**config.mk**
```make
export PLATFORM = sky130hd
export DESIGN_NAME = ravan_dec_scheduler
export DESIGN_NICKNAME = d
export VERILOG_FILES = /design/src/rtl/ravan_pkg.sv /design/src/rtl/ravan_dec_step.sv /design/src/rtl/ravan_dec_scheduler.sv
export SDC_FILE = /design/constraint.sdc
export NUM_CORES = 2
export LEC_CHECK = 0
export CAP_MARGIN = 20
export CORE_AREA = 2 2 535 537
export CTS_CLUSTER_SIZE = 20
export DETAILED_ROUTE_END_ITERATION = 10
export DIE_AREA = 0 0 537 539
export PLACE_DENSITY = 0.43
export SLEW_MARGIN = 25
export SYNTH_ARGS = -nofsm -noshare
export SYNTH_HDL_FRONTEND = slang
export SYNTH_SLANG_ARGS = --single-unit
```
**constraint.sdc**
```tcl
create_clock -name clk -period 7.91 [get_ports clk]
set_input_delay 1.582 -clock clk [delete_from_list [all_inputs] [get_ports clk]]
set_output_delay 1.582 -clock clk [all_outputs]
set_load 0.05 [all_outputs]
```
**src/rtl/ravan_pkg.sv**
```systemverilog
// Shared widths, FSM state encoding and key-slice helper for the RAVAN decryption scheduler.
package ravan_pkg;

    localparam int unsigned DW     = 64;
    localparam int unsigned SLICES = 8;
    localparam int unsigned KW     = DW * SLICES;
    localparam int unsigned SLW    = 3;

    typedef enum logic [1:0] {
        IDLE = 2'd0,
        RUN  = 2'd1,
        DONE = 2'd2
    } state_e;

    function automatic logic [DW-1:0] key_slice(input logic [KW-1:0] key, input logic [SLW-1:0] i);
        return key[int'(i) * DW +: DW];
    endfunction

endpackage

```
**src/rtl/ravan_dec_step.sv**
```systemverilog
// One RAVAN decryption slice-step: y = ~(t - r) ^ k, modulo 2^64.
module ravan_dec_step
    import ravan_pkg::*;
(
    input  logic [DW-1:0] t,
    input  logic [DW-1:0] r,
    input  logic [DW-1:0] k,
    output logic [DW-1:0] y_c
);

    assign y_c = (~(t - r)) ^ k;

endmodule

```
**src/rtl/ravan_dec_scheduler.sv**
```systemverilog
// Two-requester round-robin scheduler driving an iterative RAVAN decryption engine.
// Optional abort input enabled by defining RAVAN_SCHED_ABORT_EN.
module ravan_dec_scheduler
    import ravan_pkg::*;
#(
    parameter int unsigned ROUNDS = 21
) (
    input  logic          clk,
    input  logic          rst,
    input  logic [1:0]    req_valid,
    output logic [1:0]    req_ready,
    input  logic [DW-1:0] req_data0,
    input  logic [DW-1:0] req_data1,
    input  logic [DW-1:0] req_real0,
    input  logic [DW-1:0] req_real1,
    input  logic [KW-1:0] req_key0,
    input  logic [KW-1:0] req_key1,
    output logic          rsp_valid,
    input  logic          rsp_ready,
    output logic [DW-1:0] rsp_data,
    output logic          rsp_id,
    output logic          busy
`ifdef RAVAN_SCHED_ABORT_EN
    ,
    input  logic          abort
`endif
);

    localparam int unsigned     RW         = 6;
    localparam logic [RW-1:0]   LAST_ROUND = RW'(ROUNDS - 1);
    localparam logic [SLW-1:0]  TOP_SLICE  = SLW'(SLICES - 1);
    localparam logic [1:0]      ST_IDLE    = IDLE;
    localparam logic [1:0]      ST_RUN     = RUN;
    localparam logic [1:0]      ST_DONE    = DONE;

    logic [1:0]     state_q;
    logic [1:0]     state_d;
    logic           last_q;
    logic           id_q;
    logic [DW-1:0]  temp_q;
    logic [DW-1:0]  real_q;
    logic [KW-1:0]  key_q;
    logic [RW-1:0]  round_q;
    logic [SLW-1:0] slice_q;

    logic           grant;
    logic           accept;
    logic           last_step;
    logic           abort_run;
    logic [DW-1:0]  step_y;

    ravan_dec_step u_step (
        .t   (temp_q),
        .r   (real_q),
        .k   (key_slice(key_q, slice_q)),
        .y_c (step_y)
    );

`ifdef RAVAN_SCHED_ABORT_EN
    assign abort_run = abort && (state_q == ST_RUN);
`else
    assign abort_run = 1'b0;
`endif

    // Both valid: the requester not served last wins; otherwise the lone valid one.
    assign grant     = (&req_valid) ? ~last_q : req_valid[1];
    assign req_ready = (state_q == ST_IDLE && !rst && |req_valid) ? {grant, ~grant} : 2'b00;
    assign accept    = |(req_valid & req_ready);
    assign last_step = (round_q == LAST_ROUND) && (slice_q == '0);

    always_comb begin
        state_d = state_q;
        case (state_q)
            ST_IDLE: if (accept) state_d = ST_RUN;
            ST_RUN: begin
                if (abort_run)      state_d = ST_IDLE;
                else if (last_step) state_d = ST_DONE;
            end
            ST_DONE: if (rsp_ready) state_d = ST_IDLE;
            default: state_d = ST_IDLE;
        endcase
    end

    always_ff @(posedge clk) begin
        if (rst) begin
            state_q   <= ST_IDLE;
            last_q    <= 1'b1;
            id_q      <= 1'b0;
            temp_q    <= '0;
            real_q    <= '0;
            key_q     <= '0;
            round_q   <= '0;
            slice_q   <= TOP_SLICE;
            rsp_valid <= 1'b0;
            rsp_data  <= '0;
            rsp_id    <= 1'b0;
            busy      <= 1'b0;
        end else begin
            state_q   <= state_d;
            rsp_valid <= (state_d == ST_DONE);
            busy      <= (state_d != ST_IDLE);
            if (accept) begin
                temp_q  <= grant ? req_data1 : req_data0;
                real_q  <= grant ? req_real1 : req_real0;
                key_q   <= grant ? req_key1  : req_key0;
                id_q    <= grant;
                last_q  <= grant;
                round_q <= '0;
                slice_q <= TOP_SLICE;
            end
            // Slices walk 7..0 within a round; the final step also publishes the result.
            if (state_q == ST_RUN && !abort_run) begin
                temp_q <= step_y;
                if (slice_q == '0) begin
                    slice_q <= TOP_SLICE;
                    round_q <= round_q + RW'(1);
                end else begin
                    slice_q <= slice_q - SLW'(1);
                end
                if (last_step) begin
                    rsp_data <= step_y;
                    rsp_id   <= id_q;
                end
            end
        end
    end

endmodule

```
# After elaboration in Yosys (flattened, before gate mapping)
# Index checks and enable logic that the tools add are counted.
# classes
shifts	1
eq_ne	4
bitwise	5
n_addsub	3
reduce_logical	12
n_mux	17
# op_table
op	count
two-way mux 512 bit	1
indexed part select 512 x 10 -> 64 bit	1
two-way mux 64 bit	4
NOT 64 bit	1
subtractor 64 bit	1
XOR 64 bit	1
two-way mux 6 bit	3
two-way mux 3 bit	3
two-way mux 2 bit	4
adder 6 x 1 -> 6 bit, second input constant	1
== test 6 x 5 -> 1 bit, second input constant	1
one-hot mux 2 bit (3 select lines)	1
== test 2 bit, second input constant	2
AND reduction 2 bit	2
nonzero test 2 bit	2
OR reduction 2 bit	2
logical AND 1 bit	3
logical NOT 3 bit	1
subtractor 3 x 1 -> 3 bit, second input constant	1
AND 2 bit	1
== test 2 x 1 -> 1 bit, second input constant	1
logical NOT 2 bit	1
NOT 1 bit	2
logical NOT 1 bit	1
two-way mux 1 bit	1
# word_totals
in_bits	1285
ff_bits	720

# Logic depth before layout (Yosys ltp)
# depth
word_depth	9
ltp_mapped	14
mapped_depth_nobuf	12

# Hierarchy
# Synthesis repeated with hierarchy kept, for this count alone.
# unflattened
hier_cells	4910
area_unflattened_um2	39272.7
# by_module_without_submodules
module	instances	cells_per_inst	seq_area_each_um2	area_per_inst_um2
ravan_dec_scheduler	1	4227	14413.8	34515.6
ravan_dec_step	1	683	0.0	4757.1

# Worst setup path before layout
# OpenSTA, ideal clock, no wires.
# synth_timing
path_type	input to output
startpoint	input req_valid[0]
endpoint	output req_ready[0]
path_stages	6
path_slack_ps	3327
arrival_ps	3001
required_time_ps	6328
path_cell_list	nand2_1 and2_1 clkbuf_1 clkbuf_1 clkbuf_1 nor2_1
# synth_via
elab_chain_len	4
word_cells_on_any_way	6
# synth_lines
item	line_no	text
start: declaration	ravan_dec_scheduler.sv:10	input logic [1:0] req_valid,
AND reduction 2 bit	ravan_dec_scheduler.sv:66	assign grant = (&req_valid) ? ~last_q : req_valid[1];
two-way mux 1 bit	ravan_dec_scheduler.sv:66	
NOT 1 bit	ravan_dec_scheduler.sv:67	assign req_ready = (state_q == ST_IDLE && !rst && |req_valid) ? {grant, ~grant} : 2'b00;
two-way mux 2 bit *	ravan_dec_scheduler.sv:67	
end: declaration	ravan_dec_scheduler.sv:11	output logic [1:0] req_ready,
# Mark *: on every way between the ends. The rest lies on a longest branch, timed or not.

# Final worst setup path
# layout_timing
startpoint	input req_valid[1]
endpoint	output req_ready[1]
# layout_via
elab_chain_len	3
word_cells_on_any_way	5
# layout_lines
item	line_no
AND reduction 2 bit / OR reduction 2 bit (equally long branches)	ravan_dec_scheduler.sv:66, ravan_dec_scheduler.sv:67
two-way mux 1 bit / logical AND 1 bit (equally long branches)	ravan_dec_scheduler.sv:66, ravan_dec_scheduler.sv:67
two-way mux 2 bit *	ravan_dec_scheduler.sv:67
# Marks and branches as above.

==> summary.md <==
| Metric | Value |
|---|---|
| Status | `completed` |
| Worst Path Required | `between 6 and 7 ns` |
| Internal | `approximately 9 mW` |
| Drt initial violations | `3157` |
| Layout cell share with drive strength beyond 1 | `~6.6%` |
| Ys async rst share | `0%` |
| CTS tree | `built` |
| Post-CTS Setup Bufs | `0` |
| Gr ovfl total | `0` |
| Final setup vio count | `0` |
| First-pass GRT wire length | `between 300 and 400 mm` |
| Rows | `between 150 and 200` |
| Worst Path Max Fanout | `40` |
| Pre-antenna DRT Iters | `6` |
| Area of the multi-input gates | `roughly 23000 um^2` |
| Worst-path clk slew | `0.06 ns` |
| Core Footprint | `between 200000 and 300000 um^2` |
| Flops & latches, synth | `roughly 700` |
| Final Hold Fails | `0` |
| Crit path DAT | `approximately 4.2 ns` |
| Power Density | `approximately 240 nW/um^2` |
| Startpoint types | `primary input` |
| Post-Syn Area | `~39000 um^2` |
| Worst min-delay path class | `reg2reg` |
| Number of global-route vias before repair | `approximately 42000` |
| Finished Core Util | `about a fifth` |
| Metal2 WL | `around 140 mm` |
| Detail Placement HPWL | `approximately 240 mm` |
| DR vias | `between 40000 and 50000` |
| Initial antenna violation count | `about 180` |
| Critical path class | `in2out` |
| Slew Limit Fails | `0` |
| Fmax achieved | `0.173 GHz` |
| Seq/Total Area, Yosys | `a little under two fifths` |
| Yosys cell types | `between 60 and 70` |
| Vias per cell | `4.33` |
| Die area | `~290000 um^2` |
| Root buffer selected by CTS | `clkbuf_16` |
| Max_cap viols | `0` |
| CTS Buf Count | `98` |
| Max clock buf depth | `4` |
| Tightest Pin Transition | `approximately 1.1 ns` |
| Primary FF master, synth | `dfxtp_1` |
| Switching share of power | `a little under two fifths` |
| Met1 WL | `between 100 and 150 mm` |
| Number of buffers added on ports | `approximately 1400` |
| Clock power frac | `32.7%` |
| Hold_buf cts | `0` |
| RSZ-0062 raised after global routing | `false` |
| Slew margin rel. | `a little over a fifth` |
| Synth warn | `0` |
| Drt wl/cell | `between 20 and 30 um` |
| R2R depth | `7` |
| Total power | `between 10 and 15 mW` |
| Switching power | `5.38 mW` |
| Total wire length | `290 mm` |
| Tmin final | `between 5 and 6 ns` |
| Post-synth net total | `between 6000 and 7000` |
| Metal3 WL | `~23 mm` |
| Post-synth EDFFs | `0` |
| Layout Nets | `approximately 7400` |
| Sequential Area | `14400 um^2` |
| Worst clock skew | `0.0541 ns` |
| Final antenna-violating net count | `0` |
| Initial Util | `13.7%` |
| Reg power frac | `between 30% and 40%` |
| Hold path depth | `2` |
| FF-to-FF setup slack | `~3.4 ns` |
| Avg Inst Size Synth | `7.84 um^2` |
| Die Wd | `537 um` |
| Die height | `539 um` |
| Gr usage total | `between 10% and 20%` |
| TritonCTS Sinks | `720` |
| Post-CTS Resized | `0` |
| Largest net degree at the start of global routing | `196` |
| Drc violations | `0` |
| FILL cells | `around 32000` |
| H-Tree Level Count | `3` |
| Ports | `1354` |
| Sum Neg Setup Slack | `0 ns` |
| Post-Syn Instances | `about 5000` |
| Leak | `~22 nW` |
| Clk_lat worst skew | `0.81 ns` |
| Crit share post-route | `73.2%` |
| Worst VDD drop | `0.182 mV` |
| Uppermost layer routed | `met5` |
| Crit. End Element | `output port` |
| Global placement routability congestion | `0.900` |
| Comb power frac | `between 30 and 40%` |
| Layout area overhead | `53.3%` |
==> synthesized netlist by cell type (all sizes together) (9+ instances only) <==
cell | number | area [um^2]
inv | 81 | 304
nand3 | 30 | 150
a221oi | 27 | 236
o21a | 23 | 173
dfxtp | 720 | 14400
nor2 | 776 | 2910
nand2b | 9 | 56.3
o211ai | 9 | 67.6
ha | 68 | 851
xor2 | 31 | 272
a21o | 36 | 270
a31oi | 16 | 106
nor2b | 9 | 56.3
xnor2 | 90 | 788
nand2 | 1368 | 5130
a311oi | 586 | 5130
a211oi | 46 | 355
o22ai | 10 | 62.6
nand4 | 24 | 150
mux2i | 67 | 671
a21oi | 162 | 811
mux4 | 128 | 2880
nor3 | 52 | 270
o21ai | 46 | 230
clkbuf | 403 | 1510
buf | 49 | 221
o21bai | 16 | 120
==> registers in the layout (all words and copies together) (netlist names) <==
register / count
busy: 1
id_q: 1
key_q: 512
last_q: 1
real_q: 64
round_q: 6
rsp_data: 64
rsp_id: 1
rsp_valid: 1
slice_q: 3
state_q: 2
temp_q: 64
==> layout make-up <==
type / count / area share (%)
Clock buffer: 144 / 4.95
Timing Repair Buffer: 1409 / 23.7
Multi-Input combinational cell: 3720 / 38.0
Antenna cell: 59 / 0.247
Inverter: 81 / 0.509
Tap cell: 3762 / 7.88
Clock inverter: 27 / 0.609
Sequential cell: 720 / 24.1
==> layer usage <==
metal	GRT usage (%)	up-vias
met5	0	-
met1	23.1	20700
met2	33.0	1875
li1	-	19900
met4	5.09	82
met3	5.30	402
==> layout by cell type (no fill, tap or decap), types with 9 or more instances in the layout <==
cell type	instances
a211oi_1	43
a21o_1	36
a21oi_1	162
a221oi_1	27
a311oi_1	586
a31oi_1	15
buf_12	15
buf_4	41
clkbuf_1	15
clkbuf_16	100
clkbuf_8	29
clkdlybuf4s50_1	1351
clkinv_2	12
dfxtp_1	717
diode_2	59
ha_1	68
inv_1	80
mux2i_1	38
mux2i_2	28
mux4_2	128
nand2_1	1367
nand2b_1	9
nand3_1	30
nand4_1	24
nor2_1	772
nor3_1	50
o211ai_1	9
o21a_1	22
o21ai_0	40
o21bai_1	16
o22ai_1	10
xnor2_1	90
xor2_1	31
==> final timing paths <==
kind | start | end
max | req_valid[1] | req_ready[1]
min | rsp_id | rsp_id
min reg2reg | rsp_id | rsp_id
max reg2reg | state_q[1] | key_q[15]
==> power by group through the flow <==
stage / logic, mW / clock network [mW] / registers (mW)
6_report: 5.26 / 4.69 / 4.39
3_5_place_dp: 5.32 / 0 / 4.48
2_1_floorplan: 2.99 / 0 / 4.26
4_1_cts: 5.34 / 4.84 / 4.40
5_1_grt: 5.69 / 4.97 / 4.43
3_3_place_gp: 5.29 / 0 / 4.47
==> kinds of logic (layout without fill, tap and decap cells) <==
kind of cell / count (synthesis) / in the layout / synth area share, %
AO/OA/AOI/OAI: 1022 / 1022 / 20.5
multiplexers: 196 / 196 / 9.15
adder cells (fa/ha/maj): 69 / 69 / 2.23
buffers and inverters: 533 / 1661 / 5.23
flip-flops: 720 / 720 / 37.0
other: 0 / 59 / 0
AND/OR/NAND/NOR: 2312 / 2312 / 23.2
XOR/XNOR: 121 / 121 / 2.72
==> through the flow <==
step           cell area (um^2)  setup WS [ns]  hold slack [ns]  cells
2_1_floorplan             39000           3.33            0.432   4973
3_3_place_gp              56300           2.09            0.442   9692
3_5_place_dp              56300           2.08            0.447   9692
4_1_cts                   59600           2.07            0.454   9863
5_1_grt                   59700           1.92            0.479   9882
6_report                  59800           2.12            0.460   9922
==> critical path, cell delays in order <==
cell             delay, ns
clkdlybuf4s50_1       0.64
o21a_4                0.51
nand2b_1              0.16
buf_4                 0.30
nor2_1                0.16
clkdlybuf4s50_1       0.82
No activity file was read; power rests on OpenSTA's default activity.
